### src/rtl/div_seq_ctrl.sv
// Sequencer for the multi-cycle div_32 unit: start pulse, fixed iteration window, then Z capture and LO/HI writes.
// Optional divide-by-zero trap enabled by defining DIV_ZERO_TRAP_EN.
module div_seq_ctrl #(
    parameter int ITER_CYCLES = 32,
    parameter int CNT_W       = 6,
    parameter int DATA_W      = 32
) (
    input  logic              clk,
    input  logic              reset,
    input  logic              op_valid,
    output logic              op_ready,
    input  logic              op_signed,
    input  logic [DATA_W-1:0] divisor,
    input  logic              flush,
    output logic              core_start,
    output logic              core_signed,
    output logic              Zin,
    output logic              Zlowout,
    output logic              LOin,
    output logic              Zhighout,
    output logic              HIin,
    output logic              busy,
    output logic              done,
    output logic              div_by_zero
);

    typedef enum logic [2:0] {
        S_IDLE,
        S_START,
        S_ITER,
        S_CAPT,
        S_WR_LO,
        S_WR_HI
`ifdef DIV_ZERO_TRAP_EN
        ,
        S_TRAP
`endif
    } state_e;

    state_e           state_q, state_d;
    logic [CNT_W-1:0] cnt_q, cnt_d;
    logic             signed_q, signed_d;
    logic             transfer;
    logic             divZero;

    assign divZero     = (divisor == '0);
    assign core_signed = signed_q;

`ifndef DIV_ZERO_TRAP_EN
    logic unused_divzero;
    assign unused_divzero = divZero;
`endif

    always_ff @(posedge clk) begin
        if (!reset) begin
            state_q  <= S_IDLE;
            cnt_q    <= '0;
            signed_q <= 1'b0;
        end else begin
            state_q  <= state_d;
            cnt_q    <= cnt_d;
            signed_q <= signed_d;
        end
    end

    // Strobes are decoded purely from the state register; only op_ready looks at flush/reset directly.
    always_comb begin
        state_d     = state_q;
        cnt_d       = cnt_q;
        signed_d    = signed_q;
        op_ready    = 1'b0;
        core_start  = 1'b0;
        Zin         = 1'b0;
        Zlowout     = 1'b0;
        LOin        = 1'b0;
        Zhighout    = 1'b0;
        HIin        = 1'b0;
        done        = 1'b0;
        div_by_zero = 1'b0;
        busy        = (state_q != S_IDLE);
        transfer    = 1'b0;

        case (state_q)
            S_IDLE: begin
                op_ready = reset & ~flush;
                transfer = op_valid & op_ready;
                if (transfer) begin
                    signed_d = op_signed;
`ifdef DIV_ZERO_TRAP_EN
                    state_d  = divZero ? S_TRAP : S_START;
`else
                    state_d  = S_START;
`endif
                end
            end
            S_START: begin
                core_start = 1'b1;
                cnt_d      = CNT_W'(ITER_CYCLES - 1);
                state_d    = S_ITER;
            end
            S_ITER: begin
                if (cnt_q == '0) begin
                    state_d = S_CAPT;
                end else begin
                    cnt_d = cnt_q - CNT_W'(1);
                end
            end
            S_CAPT: begin
                Zin     = 1'b1;
                state_d = S_WR_LO;
            end
            S_WR_LO: begin
                Zlowout = 1'b1;
                LOin    = 1'b1;
                state_d = S_WR_HI;
            end
            S_WR_HI: begin
                Zhighout = 1'b1;
                HIin     = 1'b1;
                done     = 1'b1;
                state_d  = S_IDLE;
            end
`ifdef DIV_ZERO_TRAP_EN
            S_TRAP: begin
                div_by_zero = 1'b1;
                done        = 1'b1;
                state_d     = S_IDLE;
            end
`endif
            default: begin
                state_d = S_IDLE;
            end
        endcase

        // Abort overrides sequencing but not the current cycle's strobes.
        if (flush && (state_q != S_IDLE)) begin
            state_d = S_IDLE;
        end
    end

endmodule
### config.mk
export PLATFORM = sky130hd
export DESIGN_NAME = div_seq_ctrl
export DESIGN_NICKNAME = d
export VERILOG_FILES = /design/src/rtl/div_seq_ctrl.sv
export SDC_FILE = /design/constraint.sdc
export NUM_CORES = 1
export LEC_CHECK = 0
export BUFFER_PORTS_ARGS = -buffer_cell sky130_fd_sc_hd__buf_4
export CAP_MARGIN = 10
export CORE_MARGIN = 2
export CORE_UTILIZATION = 35
export DETAILED_ROUTE_END_ITERATION = 8
export GPL_TIMING_DRIVEN = 0
export PLACE_DENSITY_LB_ADDON = 0.15
export SLEW_MARGIN = 15
export SYNTH_ARGS = -nofsm -noshare
export SYNTH_HDL_FRONTEND = slang
export SYNTH_SLANG_ARGS = --single-unit
### constraint.sdc
create_clock -name clk -period 1.75 [get_ports clk]
set_clock_uncertainty 0.2 [all_clocks]
set_input_delay 0.175 -clock clk [delete_from_list [all_inputs] [get_ports clk]]
set_output_delay 0.175 -clock clk [all_outputs]
set_load 0.05 [all_outputs]
==> results of run 1 <==
flip-flops by register name, indices dropped and copies added (netlist names):
signal,flops
cnt_q,6
core_signed,1
state_q,3
timing repair:
action / 4_1_cts / 5_1_grt
endpoints found under the setup margin: 13 / 9
pin swaps: 1 / 3
endpoints found under the hold margin: 2 / 0
hold buffers: 2 / 0
buffers inserted: 1 / 4
resized for setup: 14 / 11
per-layer routing:
layer	vias up	share of wire (%)	GRT usage, %
met1	296	48	21.05
li1	335	-	-
met2	23	47	22.70
met5	-	0	0
met4	0	0.76	5.000
met3	2	4.7	6.792
stage by stage:
stage,TNS [ns],hold WS (ns),std cells,setup WS (ns)
floorplan,-0.4305,0.09245,79,-0.2352
global placement,-0.6750,0.2424,118,-0.1870
detailed placement,-0.6668,0.2577,118,-0.1842
CTS,-0.05036,0.1320,125,-0.02343
global route,-0.02472,0.06429,129,-0.02472
finish,0,0.04898,129,0.02259
power breakdown:
part / switching [mW] / internal, mW
Sequential: 0.0164 / 0.241
Combinational: 0.0908 / 0.0801
Clock: 0.0902 / 0.126
synth_stat cells (2+ instances only):
cell type	n
a21oi_1	6
buf_4	4
dfxtp_1	10
ha_1	2
inv_1	4
mux2i_1	2
nand2b_1	3
nand3_1	2
nand4_1	2
nor2_1	8
nor2b_1	3
nor3_1	4
o21ai_0	3
worst max-delay path: cells and delay by family, from the launching register on:
kind / cells / cell delay [ns]
flops: 1 / 0.33
simple gates: 2 / 0.47
buf+inv: 2 / 0.28
kinds of logic after synthesis:
| kind of cell | synth area share, % |
|---|---|
| compound gates | 18.37 |
| mux | 3.030 |
| fa+ha+maj | 3.787 |
| simple gates | 34.09 |
| buf+inv | 9.847 |
| flops | 30.30 |
| other cells | 0.5676 |
final cells by class:
cell class              instances  area (sq um)
well taps                      25         31.28
inverters                       4         15.01
plain buffers                   7         63.81
repair buffers                 21         181.4
fillers                       165         770.7
flip-flops and latches         10         205.2
clock buffers                   4         36.28
multi-input cells              58         441.7
final timing paths:
| kind | from | cells past startpoint | to |
|---|---|---|---|
| hold reg to reg | core_signed | 2 | core_signed |
| setup reg to reg | cnt_q[0] | 6 | cnt_q[0] |
| setup / recovery | state_q[2] | 4 | op_ready |
| hold / removal | flush | 3 | state_q[2] |
==> reports/results.tsv, run 1 <==
stage	metric	value	unit
final_layout	commonest non-fill, non-tap cells in the layout	buf_4 (20), a21oi_1 (6), dfxtp_1 (6), nor2_1 (5)	
clock_tree	Clk Latency, worst-skew pair	0.27	ns
drt	Pre-Repair DR Iteration Count	4	
drt	Detail Route Antenna Nets	0	
clock_tree	clock buffer depth	2	
final_layout	Ant. Diodes	0	
final_layout	Layout Nets	144	
setup_path	element type at the critical path start	flip-flop	
setup_path	worst path cell trace	buf_8 > or3_4 > nor2_4 > buf_8	
setup_path	crit-path most repeated cell	buf_8	
floorplanning	I/O Pins	48	
final_layout	Finished Cell Area	974.7	sq um
power	PwrDens	661.3	nW/um^2
global_routing	largest net degree at the start of global routing	11	
clock_tree	TritonCTS Buffers	3	
yosys	Avg Cell Area, Syn	8.362	sq um
global_routing	initial antenna violation count	0	
floorplanning	core area	1745	sq um
clock_tree	clk sinks	10	
worst_hold_path	Worst Hold Class	input pin to flip-flop	
final_layout	Area Growth Syn to Fin	47.54	%
yosys	Mapped Area	660.6	sq um
global_routing	vias in the first global route	557	
final_layout	fraction of layout cells with a size suffix above 1	49.04	%
power	Total Power	644.6	uW
global_routing	global-route usage over all layers	15.71	%
yosys	syn_nets	118	
setup_path	WP data arrival	1.35	ns
final_layout	commonest non-fill, non-tap cell in the layout	buf_4	
sta	final period utilization	98.71	%
setup_path	Setup crit end kind	output pin	
place	RePlAce Congestion	0.8219	
setup_path	slowest library cell on the worst path	or3_4	
yosys	sequential-to-total area share from yosys stat	30.30	%
yosys	Synth warnings	0	
sta	Slew Viols, Final	0	
place	DP Area	807.0	sq um
yosys	Yosys top cell by area	dfxtp_1	
drt	number of DRC markers in iteration 0	8	
clock_tree	CTS tree	built	
sta	min Tclk post-route	1.727	ns
floorplanning	Die Y	47.45	um
floorplanning	Site Rows	15	
sta	Fin. Hold Viols	0	
yosys	Post-synth ARST share	0	%
drt	# DRC	0	
place	dpl hpwl	1116	um
yosys	top cell type's share of synthesized area	30.30	%
drt	Via density	5.085	
setup_path	Worst Setup Path Type	flip-flop to output pin	
yosys	synth top area cells	dfxtp_1 (30%), a21oi_1 (4.5%), buf_4 (4.5%)	
power	worst ir drop on vdd	358.1	uV
clock_tree	H-tree depth	1	
power	LEAKAGE	0.4026	nW
setup_path	CP peak stage delay	0.35	ns
job	Max Cap Viol	0	
drt	via count	656	
yosys	Syn Inst Count	79	
clock_tree	Worst-path clk slew	0.08	ns
sta	RSZ-0062 raised after global routing	yes	
sta	Final setup viols	0	
yosys	flops & latches, synth	10	
drt	wire length per cell	12.21	um
floorplanning	Initial Util	37.85	%
yosys	commonest register cell after synthesis	dfxtp_1	
drt	DRT Wirelength	1575	um
sta	fmax	0.5789	GHz
yosys	EDFF count, synth	0	
setup_path	Worst Path Required	1.37	ns
clock_tree	CTS root buf	clkbuf_4	
setup_path	crit-path max FO	9	
global_routing	grt ovf	0	
yosys	post-synth cell types	39	
setup_path	Worst R2R Setup Slack	0.05	ns
status	status	finished, final reports clean	
place	PortBufs	14	
global_routing	first-pass GRT wire length	2394	um
final_layout	final core area utilization	55.84	%
floorplanning	chip width	47.45	um
floorplanning	die area	2251	sq um
Note: power is estimated with default switching activity, not from simulation.
==> run 2, diff against run 1 <==
--- a/config.mk
+++ b/config.mk
@@ -8,7 +8,7 @@
 export BUFFER_PORTS_ARGS = -buffer_cell sky130_fd_sc_hd__buf_4
 export CAP_MARGIN = 10
 export CORE_MARGIN = 2
-export CORE_UTILIZATION = 35
+export CORE_UTILIZATION = 39
 export DETAILED_ROUTE_END_ITERATION = 8
 export GPL_TIMING_DRIVEN = 0
 export PLACE_DENSITY_LB_ADDON = 0.15
==> constraint.sdc (replaced) <==
create_clock -name clk -period 1.7 [get_ports clk]
set_clock_uncertainty 0.2 [all_clocks]
set_input_delay 0.17 -clock clk [delete_from_list [all_inputs] [get_ports clk]]
set_output_delay 0.17 -clock clk [all_outputs]
set_load 0.05 [all_outputs]
==> reports/results.tsv, run 2 (synthesis gave the netlist of run 1 again) <==
stage	metric	value	unit
setup_path	Setup crit end kind	output pin	
power	LEAKAGE	0.4163	nW
final_layout	final cell count without fillers	122	
global_routing	initial antenna violation count	0	
drt	# DRC	0	
setup_path	Worst R2R Setup Slack	0.009	ns
floorplanning	Initial Util	42.86	%
sta	RSZ-0062 raised after global routing	yes	
clock_tree	CTS tree	built	
final_layout	commonest non-fill, non-tap cell in the layout	buf_4	
final_layout	final core area utilization	66.07	%
floorplanning	Die Y	45.16	um
final_layout	filler cell count	132	
final_layout	Layout Nets	146	
global_routing	grt ovf	0	
sta	fmax	0.5913	GHz
drt	Pre-Repair DR Iteration Count	4	
drt	DRT Wirelength	1785	um
setup_path	worst r2r path cells	6	
sta	Hold WS	0.02186	ns
setup_path	Worst Setup Path Type	flip-flop to output pin	
floorplanning	Site Rows	14	
final_layout	commonest non-fill, non-tap cells in the layout	buf_4 (20), dfxtp_1 (5)	
final_layout	Area Growth Syn to Fin	54.17	%
sta	min Tclk post-route	1.691	ns
setup_path	WP data arrival	1.32	ns
global_routing	vias in the first global route	632	
setup_path	crit-path max FO	3	
clock_tree	Worst-path clk slew	0.07	ns
global_routing	first-pass GRT wire length	2794	um
final_layout	Largest Register	cnt_q	
clock_tree	clk sinks	10	
power	worst ir drop on vdd	357.9	uV
drt	number of DRC markers in iteration 0	14	
global_routing	largest net degree at the start of global routing	11	
sta	Slew Viols, Final	0	
floorplanning	die area	2039	sq um
global_routing	global-route usage over all layers	19.41	%
floorplanning	I/O Pins	48	
place	PortBufs	14	
job	Max Cap Viol	0	
final_layout	number of flip-flops in the largest register	6	
power	PwrDens	679.5	nW/um^2
sta	Fin. Hold Viols	0	
setup_path	reg-to-reg startpoint	cnt_q[0]	
final_layout	fraction of layout cells with a size suffix above 1	51.89	%
place	pre-CTS WS	-0.2914	ns
worst_hold_path	Worst Hold Class	input pin to flip-flop	
clock_tree	TritonCTS Buffers	3	
clock_tree	clock buffer depth	2	
power	Total Power	692.0	uW
drt	wire length per cell	14.63	um
place	dpl hpwl	1086	um
sta	Worst Setup Slack, final	0.008847	ns
drt	via count	664	
setup_path	Worst Path Required	1.33	ns
final_layout	Ant. Diodes	0	
setup_path	element type at the critical path start	flip-flop	
clock_tree	CTS root buf	clkbuf_4	
drt	Via density	5.443	
place	RePlAce Congestion	0.8779	
floorplanning	core area	1541	sq um
sta	Final setup viols	0	
setup_path	Worst Setup EP	op_ready	
floorplanning	chip width	45.16	um
sta	final period utilization	99.48	%
setup_path	terminus of the critical flop-to-flop path	cnt_q[0]	
drt	Detail Route Antenna Nets	0	
status	status	finished, final reports clean	
place	placed insts	109	
setup_path	CP startpoint	state_q[0]	
clock_tree	Clk Latency, worst-skew pair	0.28	ns
clock_tree	H-tree depth	1	
run 2: metrics by stage:
stage	area, sq um	TNS (ns)
global route	1018	-0.09906
floorplan	684.4	-0.1603
finish	1018	0
global placement	809.5	-0.9643
detailed placement	809.5	-1.236
CTS	988.4	-0.05152
run 2: worst min path at each step:
stage	cells after the start	slack (ns)	to	from
after floorplan	1	0.09	cnt_q[3]	reset
after global placement	3	0.24	core_signed	op_signed
after CTS	3	0.02	cnt_q[4]	reset
final	3	0.02	cnt_q[4]	reset
after global routing	2	0.02	cnt_q[1]	reset
after detailed placement	3	0.25	core_signed	op_signed
run 2: timing repair:
action,CTS,global route
gates cloned,0,0
setup endpoints to repair,15,12
setup buffers,6,0
hold endpoints to repair,2,0
gates resized for setup,19,12
hold buffers,4,0
pin swaps,2,3
run 2: layout make-up:
type | instances | area [sq um] | share of cell area, %
multi-input cells | 58 | 475.5 | 46.68
flip-flops and latches | 10 | 211.5 | 20.76
repair buffers | 24 | 209.0 | 20.52
plain buffers | 6 | 48.80 | 4.791
clock buffers | 4 | 36.28 | 3.563
well taps | 16 | 20.02 | 1.966
inverters | 4 | 17.52 | 1.720
run 2: critical path, stage by stage, from the launching register on:
cell and delay, ns:
dfxtp_4 0.36, or3_4 0.42, nor2_4 0.11, buf_8 0.15
run 2: where the power goes:
group / total, mW / internal [mW] / switching, mW
registers: 0.267 / 0.246 / 0.0205
logic: 0.201 / 0.0972 / 0.104
clock network: 0.224 / 0.130 / 0.0939
total: 0.692 / 0.474 / 0.218
run 2: layer usage:
layer / vias up / wire, um / track usage (%)
met5: - / 0 / 0
met4: 0 / 24 / 8.235
met3: 4 / 90 / 6.400
met2: 18 / 865 / 33.14
met1: 305 / 803 / 21.90
li1: 337 / - / -
==> run 3, diff against run 2 <==
--- a/config.mk
+++ b/config.mk
@@ -8,7 +8,7 @@
 export BUFFER_PORTS_ARGS = -buffer_cell sky130_fd_sc_hd__buf_4
 export CAP_MARGIN = 10
 export CORE_MARGIN = 2
-export CORE_UTILIZATION = 39
+export CORE_UTILIZATION = 42
 export DETAILED_ROUTE_END_ITERATION = 8
 export GPL_TIMING_DRIVEN = 0
 export PLACE_DENSITY_LB_ADDON = 0.15
==> constraint.sdc (replaced) <==
create_clock -name clk -period 2.1 [get_ports clk]
set_clock_uncertainty 0.2 [all_clocks]
set_input_delay 0.21 -clock clk [delete_from_list [all_inputs] [get_ports clk]]
set_output_delay 0.21 -clock clk [all_outputs]
set_load 0.05 [all_outputs]
==> reports/results.tsv, run 3 (synthesis gave the netlist of run 1 again) <==
stage	metric	value	unit
setup_path	Worst Setup Path Type	flip-flop to output pin	
final_layout	register area	200.2	sq um
drt	Detail Route Antenna Nets	0	
final_layout	Largest Register	cnt_q	
floorplanning	chip width	43.66	um
global_routing	largest net degree at the start of global routing	11	
place	dpl hpwl	1132	um
floorplanning	I/O Pins	48	
clock_tree	Worst-path clk slew	0.06	ns
sta	setup tns final	0	ns
clock_tree	H-tree depth	1	
global_routing	global-route usage over all layers	17.89	%
status	status	finished, final reports clean	
setup_path	Worst Path Required	1.69	ns
clock_tree	CTS root buf	clkbuf_4	
drt	via count	648	
setup_path	WP data arrival	1.55	ns
drt	# DRC	0	
final_layout	commonest non-fill, non-tap cells in the layout	buf_4 (18), dfxtp_1 (10), nor2_1 (8), a21oi_1 (6), inv_1 (4)	
final_layout	Ant. Diodes	0	
place	placed insts	109	
sta	fmax	0.5093	GHz
drt	wire length per cell	13.36	um
final_layout	multi-input logic area	406.6	sq um
global_routing	grt ovf	0	
global_routing	first-pass GRT wire length	2442	um
sta	min Tclk post-route	1.964	ns
final_layout	Layout Nets	137	
global_routing	vias in the first global route	569	
final_layout	Area Growth Syn to Fin	24.05	%
final_layout	fraction of layout cells with a size suffix above 1	32.29	%
final_layout	final cell count without fillers	112	
sta	final period utilization	93.51	%
floorplanning	Site Rows	14	
clock_tree	clk sinks	10	
place	RePlAce Congestion	0.8632	
worst_hold_path	Worst Hold Class	input pin to flip-flop	
drt	Via density	5.786	
drt	DRT Wirelength	1496	um
sta	Fin. Hold Viols	0	
drt	number of DRC markers in iteration 0	14	
clock_tree	Post-CTS Hold Fix Bufs	0	
clock_tree	clock buffer depth	2	
floorplanning	Die Y	43.66	um
sta	Slew Viols, Final	0	
floorplanning	core area	1489	sq um
sta	RSZ-0062 raised after global routing	no	
setup_path	element type at the critical path start	flip-flop	
power	PwrDens	569.1	nW/um^2
floorplanning	die area	1906	sq um
final_layout	commonest non-fill, non-tap cell in the layout	buf_4	
place	PortBufs	14	
clock_tree	Clk Latency, worst-skew pair	0.26	ns
global_routing	initial antenna violation count	0	
setup_path	crit-path max FO	10	
power	LEAKAGE	0.3442	nW
job	Max Cap Viol	0	
clock_tree	TritonCTS Buffers	3	
setup_path	Setup crit end kind	output pin	
clock_tree	CTS tree	built	
floorplanning	Initial Util	44.37	%
power	worst ir drop on vdd	465.3	uV
final_layout	filler cell count	137	
final_layout	number of flip-flops in the largest register	6	
drt	Pre-Repair DR Iteration Count	6	
sta	Final setup viols	0	
==> run 3: metrics by stage <==
stage / total power [mW] / utilization (%) / setup WS, ns / instance area (sq um) / hold WS (ns)
global placement: 0.3396 / 53.11 / 0.1036 / 790.8 / 0.2715
detailed placement: 0.3421 / 53.11 / 0.1439 / 790.8 / 0.2883
floorplan: 0.3100 / - / 0.07009 / 665.6 / 0.1275
finish: 0.4664 / 55.04 / 0.1364 / 819.5 / 0.01574
global route: 0.4941 / 55.04 / 0.02223 / 819.5 / 0.03024
CTS: 0.4692 / 54.62 / 0.1080 / 813.3 / 0.01883
==> run 3: area by class of cell <==
| class | instances | area share, % |
|---|---|---|
| tap | 16 | 2.443 |
| clock buffer | 3 | 2.748 |
| sequential | 10 | 24.43 |
| inverter | 4 | 1.832 |
| multi-input combinational | 58 | 49.62 |
| buffer | 7 | 6.107 |
| timing repair buffer | 14 | 12.82 |
==> run 3: metal layers <==
layer / vias up / global-route usage (%) / wire (um)
li1: 318 / - / -
met1: 302 / 22.16 / 672
met2: 26 / 28.24 / 702
met3: 2 / 7.500 / 112
met4: 0 / 5.455 / 8
met5: - / 0 / 0
==> run 3: timing repair <==
item | CTS | global route
buffers inserted | 0 | 0
gates resized for setup | 0 | 1
endpoints found under the setup margin | 0 | 1
==> run 3: worst max-delay path, cell delays in order (launching register included) <==
cell and delay, ns:
dfxtp_1 0.48, clkbuf_1 0.38, and2_1 0.22, buf_4 0.20
==> run 3: power breakdown <==
part           internal, mW  switching (mW)  total, mW
clock                0.0658          0.0580      0.124
combinational        0.0560          0.0727      0.129
sequential            0.200          0.0136      0.214
==> run 3: worst paths after layout <==
path / end / slack, ns / start / cells past startpoint
setup / recovery: Zin / 0.14 / state_q[1] / 3
hold / removal: core_signed / 0.02 / op_signed / 3
setup reg to reg: cnt_q[0] / 0.30 / cnt_q[0] / 6
hold reg to reg: core_signed / 0.32 / core_signed / 2
